<file path="src/rtl/cavlc_coeff_stats.sv">
// CAVLC per-block statistics: non-zero count, total_zeros, trailing-ones count and signs.
// Coefficients arrive serially in reverse zig-zag order, one per clock, 16 per block.
module cavlc_coeff_stats (
    input  logic       clk,
    input  logic       rst,
    input  logic       trailOneEn,
    input  logic [8:0] word,
    output logic [4:0] NZQ_num,
    output logic [3:0] totalZerosNum,
    output logic [1:0] trailOneNum,
    output logic [2:0] trailOneSign
);

    localparam logic [4:0] IDLE_IDX = 5'd16;

    logic [4:0] idx;
    logic       seen_nz;
    logic       t1_open;
    logic       is_zero;
    logic       is_one;
    logic       t1_take;
    logic [2:0] sign_next;

    assign is_zero = (word[7:0] == 8'd0);
    assign is_one  = (word[7:0] == 8'd1);
    assign t1_take = t1_open && is_one && (trailOneNum != 2'd3);

    // The sign bits start cleared, so OR-ing in the new sign at the run position is enough.
    always_comb begin
        sign_next = trailOneSign;
        case (trailOneNum)
            2'd0:    sign_next[0] = word[8];
            2'd1:    sign_next[1] = word[8];
            2'd2:    sign_next[2] = word[8];
            default: sign_next = trailOneSign;
        endcase
    end

    always_ff @(posedge clk) begin
        if (!rst) begin
            idx           <= IDLE_IDX;
            seen_nz       <= 1'b0;
            t1_open       <= 1'b0;
            NZQ_num       <= 5'd0;
            totalZerosNum <= 4'd0;
            trailOneNum   <= 2'd0;
            trailOneSign  <= 3'd0;
        end else if (trailOneEn) begin
            idx           <= 5'd0;
            seen_nz       <= 1'b0;
            t1_open       <= 1'b1;
            NZQ_num       <= 5'd0;
            totalZerosNum <= 4'd0;
            trailOneNum   <= 2'd0;
            trailOneSign  <= 3'd0;
        end else if (idx < IDLE_IDX) begin
            idx <= idx + 5'd1;
            // Zeros ahead of the first non-zero are high-frequency padding, not total_zeros.
            if (is_zero) begin
                if (seen_nz) begin
                    totalZerosNum <= totalZerosNum + 4'd1;
                end
            end else begin
                NZQ_num <= NZQ_num + 5'd1;
                seen_nz <= 1'b1;
                if (t1_take) begin
                    trailOneSign <= sign_next;
                    trailOneNum  <= trailOneNum + 2'd1;
                end else begin
                    t1_open <= 1'b0;
                end
            end
        end
    end

endmodule

</file>
<file path="config.mk">
export PLATFORM = sky130hd
export DESIGN_NAME = cavlc_coeff_stats
export DESIGN_NICKNAME = d
export VERILOG_FILES = /design/src/rtl/cavlc_coeff_stats.sv
export SDC_FILE = /design/constraint.sdc
export NUM_CORES = 1
export LEC_CHECK = 0
export CAP_MARGIN = 20
export CORE_MARGIN = 5
export CORE_UTILIZATION = 30
export CTS_CLUSTER_DIAMETER = 60
export CTS_CLUSTER_SIZE = 24
export DETAILED_ROUTE_END_ITERATION = 8
export SLEW_MARGIN = 30
export SYNTH_ARGS = -nofsm -noshare
export SYNTH_HDL_FRONTEND = slang
export SYNTH_SLANG_ARGS = --single-unit
</file>
<file path="constraint.sdc">
create_clock -name clk -period 2.5 [get_ports clk]
set_input_delay 0.5 -clock clk [delete_from_list [all_inputs] [get_ports clk]]
set_output_delay 0.5 -clock clk [all_outputs]
set_load 0.05 [all_outputs]
</file>
==> impl_metrics.ini, run 1 <==
[clock_network]
htreeDepth = 1
clkLatencyLatePin_ps = 300
cts_setup_buffers = 0
cts_buffers = 3
ctsHoldBuffers = 0
clockRootBuffer = clkbuf_4
cts_max_path_buffers = 2
clkTransAtPathRegs_ps = 120
cts_resized = 0
clkSinkCount = 21
tritoncts = built

[final_layout]
final_common_cell = clkdlybuf4s50_1
drive_gt1_frac = 0.105
final_cell_mix = 25 x clkdlybuf4s50_1, 21 x dfxtp_1, 13 x nor2_1
areaGrowthSynthToFinish_pct = 31.4
multiInputGateArea_um2 = 564
fillCellCount = 337
fin_area_um2 = 1360
final_nets = 153
instances_no_fill = 179
num_antenna_cells = 0
regArea_um2 = 420

[power]
comb_power_share = 0.099
powerDensity_nw_per_um2 = 419
switchingPower_uw = 137
p_int_uw = 431
p_leak_uw = 0.000528
seq_power_share = 0.611
sw_frac_of_total = 0.241
max-vdd-ir-drop_mv = 0.134
clkPwrFrac = 0.290

[setup_path]
reg2reg_depth = 6
rr_startpoint = trailOneNum[0]
critPathLaunchType = flip-flop
arrival_ps = 1580
endpoint = trailOneNum[0]
worst_ep_required_time_ps = 2000
cp_num_buf_inv = 1
regToRegSetupSlack_ps = 980
r2r-end = trailOneSign[2]
crit_path_start = trailOneNum[0]
crit_family = buffers and inverters
cp_slowest_cell = clkdlybuf4s50_1
critical-path-max-stage-delay_ps = 840
crit_fanout = 5
crit_path_end_kind = primary output
crit_cells = 1
path_cells = clkdlybuf4s50_1
crit_type = reg2out

[die]
core_area_um2 = 3340
die-area_um2 = 4710
start_util = 0.309
die_width_um = 68.7
num_rows = 21
pin_count = 26
die_y_um = 68.7

[logic_synthesis]
synthesis.nets = 126
ys_types = 33
seq_area_frac_synth = 0.407
ys_warn_count = 0
synth_area_um2 = 1030
ys_ff_latch = 21
syn_avg_cell_area_um2 = 9.65
synthCells = 107

[place]
portBuffers = 25
dpl.cell_count = 175
dp_hpwl_um = 1580
placed_area_um2 = 1330
gp_congestion = 0.739
pre_cts_ws_ps = 149

[sta]
fmax_mhz = 481
tightest_slew_ps = 495
period_needed_ps = 2080
finClkSkew_ps = 2.58
hold_violations = 0
slew_viol_final = 0
rsz0062_at_grt = false
tns_ps = 0
max_slew_margin = 0.669
fin_crit_sh = 0.832
finalSetupViolCount = 0
final_critical_path_setup_slack_ps = 420

[global_route]
grt_pass1_vias = 810
grt_pass1_wl_um = 3370
grt_start_max_net_pins = 15
overflow = 0
antenna_found_initial = 0
grt_usage = 0.0958

[run_status]
status = complete, no violations

[routing]
drc = 0
dr.first_iter.drc_count = 39
postRouteAntennaNets = 0
via_count = 816
drt_wl_total_um = 2020
avgRoutedWirePerCell_um = 11.3
first_pass_iters = 4
routed_via_density = 4.56

[job]
maxCapViolations = 0

[worst_hold_path]
hold_class = reg2reg
-- kinds of logic after synthesis --
logic type                 synth area share
AOI/OAI and AO/OA                     0.112
xor gates and xnor gates             0.0509
adders and majority gates            0.0848
buffers and inverters                0.0461
DFF                                   0.407
muxes                                0.0582
and+or+nand+nor                       0.241
-- sequential cells by signal (all words and copies together) (netlist names) --
name           count
totalZerosNum      4
idx                5
seen_nz            1
trailOneSign       3
NZQ_num            5
trailOneNum        2
t1_open            1
-- stage by stage --
step / hold WS (ps) / power (µW) / utilization
floorplan: 465 / 384 / -
global placement: 454 / 409 / 0.399
detailed placement: 472 / 411 / 0.399
CTS: 490 / 579 / 0.406
global route: 529 / 597 / 0.406
finish: 490 / 568 / 0.406
-- layout make-up --
type                            count  share of cell area
Tap cell                           46              0.0424
Clock buffer                        4              0.0194
Sequential cell                    21               0.310
Multi-Input combinational cell     76               0.416
Timing Repair Buffer               28               0.201
Inverter                            4              0.0111
-- worst min path at each step --
stage | from | end | slack [ps] | depth (start not counted)
floorplan | seen_nz | seen_nz | 460 | 2
global placement | totalZerosNum[3] | totalZerosNum[3] | 450 | 2
detailed placement | totalZerosNum[3] | totalZerosNum[3] | 470 | 2
CTS | totalZerosNum[3] | totalZerosNum[3] | 490 | 2
global route | NZQ_num[4] | NZQ_num[4] | 530 | 2
finish | totalZerosNum[3] | totalZerosNum[3] | 490 | 2
-- power groups by stage --
stage	combinational, µW	sequential (µW)	clock, µW
CTS	56.9	347	175
floorplan	30.6	353	0
global route	61.9	348	188
finish	56.3	347	165
global placement	55.3	354	0
detailed placement	56.4	354	0
-- cells in the mapped netlist --
cell | n | share of area
and3_1 | 1 | 0.0061
a21boi_0 | 2 | 0.015
nand2_1 | 5 | 0.018
nor3_1 | 1 | 0.0048
a31oi_1 | 1 | 0.0061
nand4_1 | 5 | 0.030
ha_1 | 7 | 0.085
nor2b_1 | 2 | 0.012
or3_2 | 1 | 0.0073
clkbuf_1 | 3 | 0.011
a21oi_1 | 1 | 0.0048
buf_2 | 2 | 0.0097
or4_4 | 1 | 0.011
xor2_1 | 2 | 0.017
a21boi_1 | 1 | 0.0073
nor4_4 | 2 | 0.041
o31a_2 | 1 | 0.0097
buf_6 | 1 | 0.011
mux2i_1 | 6 | 0.058
nand2b_1 | 6 | 0.036
a31o_2 | 1 | 0.0085
a211oi_1 | 1 | 0.0073
o311ai_0 | 1 | 0.0085
xnor2_1 | 4 | 0.034
inv_1 | 4 | 0.015
o21ai_0 | 3 | 0.015
nand3b_1 | 1 | 0.0073
nand3_1 | 1 | 0.0048
dfxtp_1 | 21 | 0.41
o21a_1 | 3 | 0.022
nor2_1 | 13 | 0.047
and3_2 | 2 | 0.015
o41ai_1 | 1 | 0.0085
-- routing by layer --
layer / wire [µm] / track usage
met3: 73 / 0.0194
met2: 1090 / 0.180
met1: 856 / 0.0974
met5: 0 / 0
met4: 0 / 0.0521
No activity file was read; power rests on OpenSTA's default activity.
==> run 2: changes to the inputs <==
==> constraint.sdc (replaced) <==
create_clock -name clk -period 1.7 [get_ports clk]
set_input_delay 0.34 -clock clk [delete_from_list [all_inputs] [get_ports clk]]
set_output_delay 0.34 -clock clk [all_outputs]
set_load 0.05 [all_outputs]
==> run 2 against run 1 <==
Net effect:
- sequential power rose by 47%
- total power up 49%
- first-iteration DRC count is 2.6% lower
- critical path type is now in2reg
==> impl_metrics.ini, run 2 (same netlist as run 1, synthesis figures left out) <==
[run_status]
status = complete, no violations

[place]
pre_cts_ws_ps = -439
portBuffers = 25
placed_area_um2 = 1330
gp_congestion = 0.718
dp_hpwl_um = 1620

[sta]
fmax_mhz = 618
tns_ps = 0
hold_ws_ps = 484
hold_violations = 0
finClkSkew_ps = 12.1
finalSetupViolCount = 0
period_needed_ps = 1620
fin_crit_sh = 0.952
tightest_slew_ps = 421
rsz0062_at_grt = false
max_slew_margin = 0.719
slew_viol_final = 0
final_critical_path_setup_slack_ps = 81.6

[power]
max-vdd-ir-drop_mv = 0.168
p_leak_uw = 0.000606
powerDensity_nw_per_um2 = 606

[clock_network]
clockRootBuffer = clkbuf_4
cts_buffers = 3
clkLatencyLatePin_ps = 310
htreeDepth = 1
cts_max_path_buffers = 2
ctsHoldBuffers = 0
tritoncts = built
clkSinkCount = 21
clkTransAtPathRegs_ps = 130

[die]
pin_count = 26
core_area_um2 = 3340
die_y_um = 68.7
start_util = 0.309
die-area_um2 = 4710
die_width_um = 68.7
num_rows = 21

[setup_path]
worst_ep_required_time_ps = 1920
rr_startpoint = trailOneNum[0]
crit_type = in2reg
crit_path_start = word[1]
endpoint = trailOneNum[1]
critPathLaunchType = primary input
r2r-end = trailOneNum[1]
reg2reg_depth = 6
crit_fanout = 8
regToRegSetupSlack_ps = 130
arrival_ps = 1840
crit_path_end_kind = flip-flop

[final_layout]
num_antenna_cells = 0
fillCellCount = 344
fin_area_um2 = 1390
final_nets = 158
areaGrowthSynthToFinish_pct = 34.8
reg_top3 = NZQ_num (5), idx (5), totalZerosNum (4)
final_common_cell = buf_4
drive_gt1_frac = 0.275
final_cell_mix = 21 x buf_4, 19 x dfxtp_1, 13 x nor2_1

[routing]
wl_met3_um = 94
highest_layer = met4
via_count = 845
first_pass_iters = 4
met1Wirelength_um = 868
routed_via_density = 4.59
drc = 0
drt_wl_total_um = 2110
met2_length_um = 1130
avgRoutedWirePerCell_um = 11.5
postRouteAntennaNets = 0
dr.first_iter.drc_count = 38

[global_route]
grt_start_max_net_pins = 13
overflow = 0
antenna_found_initial = 0
grt_usage = 0.0980
grt_pass1_vias = 828
grt_pass1_wl_um = 3530

[worst_hold_path]
hold_depth = 2
worstHoldStart = NZQ_num[4]
hold_class = reg2reg

[job]
maxCapViolations = 0
run 2: cell types whose count changed in the layout (fill, tap and decap cells not counted), moves of 2 or more:
cell and delta:
clkdlybuf4s50_1 -18, a21boi_0 -2, a21boi_2 +2, buf_4 +18, dfxtp_1 -2, dlygate4sd2_1 +3
and3_4 +2, and3_2 -2, dfxtp_2 +2
run 2: timing repair:
item / CTS / global route
pin swaps: 7 / 4
gates resized for setup: 9 / 4
buffers inserted: 1 / 0
hold endpoints to repair: 0 / 0
setup endpoints to repair: 12 / 6
run 2: cell type report:
cell class,instances,area (µm²),share of cell area
Inverter,4,15.0,0.0108
Clock buffer,3,22.5,0.0162
Clock inverter,1,5.00,0.00360
Timing Repair Buffer,33,278,0.200
Sequential cell,21,423,0.304
Multi-Input combinational cell,76,591,0.424
Tap cell,46,57.6,0.0414
run 2: power breakdown:
part / internal [µW] / switching (µW)
Clock: 87.8 / 156
Sequential: 499 / 10.3
Combinational: 47.6 / 42.7
Total: 635 / 209
run 2: critical path: stages:
cell	delay, ps
clkdlybuf4s50_1	400
or3_4	440
nor4_4	250
buf_6	170
mux2i_1	180
nor2_1	50
run 2: per-stage QoR:
| stage | instances | total power [µW] | utilization |
|---|---|---|---|
| 3_5_place_dp | 179 | 610 | 0.398 |
| 6_report | 184 | 844 | 0.417 |
| 5_1_grt | 184 | 891 | 0.417 |
| 3_3_place_gp | 179 | 608 | 0.398 |
| 2_1_floorplan | 107 | 568 | - |
| 4_1_cts | 184 | 864 | 0.414 |
run 2: how the worst min path moves through the flow:
stage / to / slack (ps)
floorplan: idx[4] / 420
global placement: totalZerosNum[3] / 460
detailed placement: NZQ_num[4] / 470
CTS: NZQ_num[4] / 490
global route: NZQ_num[4] / 510
finish: NZQ_num[4] / 480
run 2: layer usage:
metal / vias to the layer above / GRT usage
met5: - / 0
met4: 0 / 0.0447
met3: 2 / 0.0113
met2: 16 / 0.184
met1: 396 / 0.109
li1: 431 / -
==> variant, RTL diff (flow settings as in run 1) <==
Make the reset (`rst`) asynchronous in one clocked block.
--- a/src/rtl/cavlc_coeff_stats.sv
+++ b/src/rtl/cavlc_coeff_stats.sv
@@ -36,7 +36,7 @@
         endcase
     end
 
-    always_ff @(posedge clk) begin
+    always_ff @(posedge clk or negedge rst) begin
         if (!rst) begin
             idx           <= IDLE_IDX;
             seen_nz       <= 1'b0;
Function: differs if rst is asserted again (counterexample within 4 cycles, from zero or initial values and one cycle with rst low); with rst held inactive, the same outputs for 10 cycles.
==> variant against run 1 <==
Cell area rose by 5.1%; setup slack improved by 0.013 ns; highest routed layer is now met4; power rose by 8.4%; largest cell class is now sequential cells; cell count fell by 1.7%; sequential cell count did not move; critical path depth did not move; synthesized area rose by 3.9%; wire length rose by 8.4%.
==> variant: results (changes against run 1) <==
Worst hold path
  • Hold EP: seen_nz$_DFFE_PN0P_
  • HP Start: seen_nz$_DFFE_PN0P_

Cells and area
  • Sequential Area: 527 sq um (+25%)
  • Non-CTS inverters: 3 (-1)
  • Comb_multi_in: 73 (-3.9%)
  • ClkCell Share: 1.84% (-0.094 points)

Synth
  • Mapped Cells: 100 (-6.5%)
  • Most frequent cell after synthesis: nor2_1
  • Post-synthesis cell type count: 29 (-12%)
  • Sequential area share after synthesis: 49.1% (+8.4 points)
  • Synth top area cells: dfrtp_1 (47%), ha_1 (8.2%), nor2_1 (7.4%), mux2i_1 (6.5%), xnor2_1 (3.3%)

Global route
  • Total Routing Usage GR: 9.72% (+0.14 points)

Timing
  • Hold Slack: 0.514 ns (+0.0242 ns)
  • Final clock skew: 0.00363 ns (+0.00105 ns)
  • Worst slew pin tran: 0.635 ns (+0.140 ns)
  • Tcrit/Tclk final: 82.7% (-0.51 points)

Pwr
  • Comb power: 0.0000917 W (+63%)
  • Peak VDD IR: 370 uV (+180%)
  • Leak: 0.636 nW (+21%)
  • Combinational Power Share: 14.9% (+5.0 points)

Detailed routing
  • Drt via density: 4.64 (+1.8%)
  • Wire length per cell: 12.4 microns (+10%)
  • Final WL: 2.19 mm (+8.4%)

Status
  • Status: completed

Worst setup path
  • Worst setup path start: trailOneNum[1]$_DFFE_PN0P_
  • Worst R2R End: trailOneNum[1]$_DFFE_PN0P_

Placement
  • DP Worst Slack: 0.289 ns (+0.140 ns)
  • Routability cong.: 0.703 (-4.9%)
==> variant: cell count changes after synthesis, moves of 3 or more <==
cell and delta:
nand2b_1 -5, o21a_1 -3, nand2_1 -4, dfxtp_1 -21
dfrtp_1 +20, a21oi_1 +3, nor2_1 +8
==> variant: metal layers <==
layer  wire [microns]  share of wire [%]  vias up  track usage (%)
met4               19               0.87        0             2.55
met2             1060                 49       18             16.3
met3              120                5.5        2             3.77
met5                0                  0        -                0
met1              987                 45      389             11.6
li1                 -                  -      408                -
==> variant: cells by family (layout without fill, tap and decap cells) <==
| kind of cell | Yosys count | after routing | synth area share (%) |
|---|---|---|---|
| mux | 8 | 8 | 7.58 |
| fa+ha+maj | 7 | 7 | 8.17 |
| simple gates | 42 | 42 | 22.1 |
| buf+inv | 6 | 36 | 2.10 |
| xor+xnor | 8 | 8 | 6.53 |
| compound gates | 8 | 8 | 4.43 |
| flops | 21 | 21 | 49.1 |
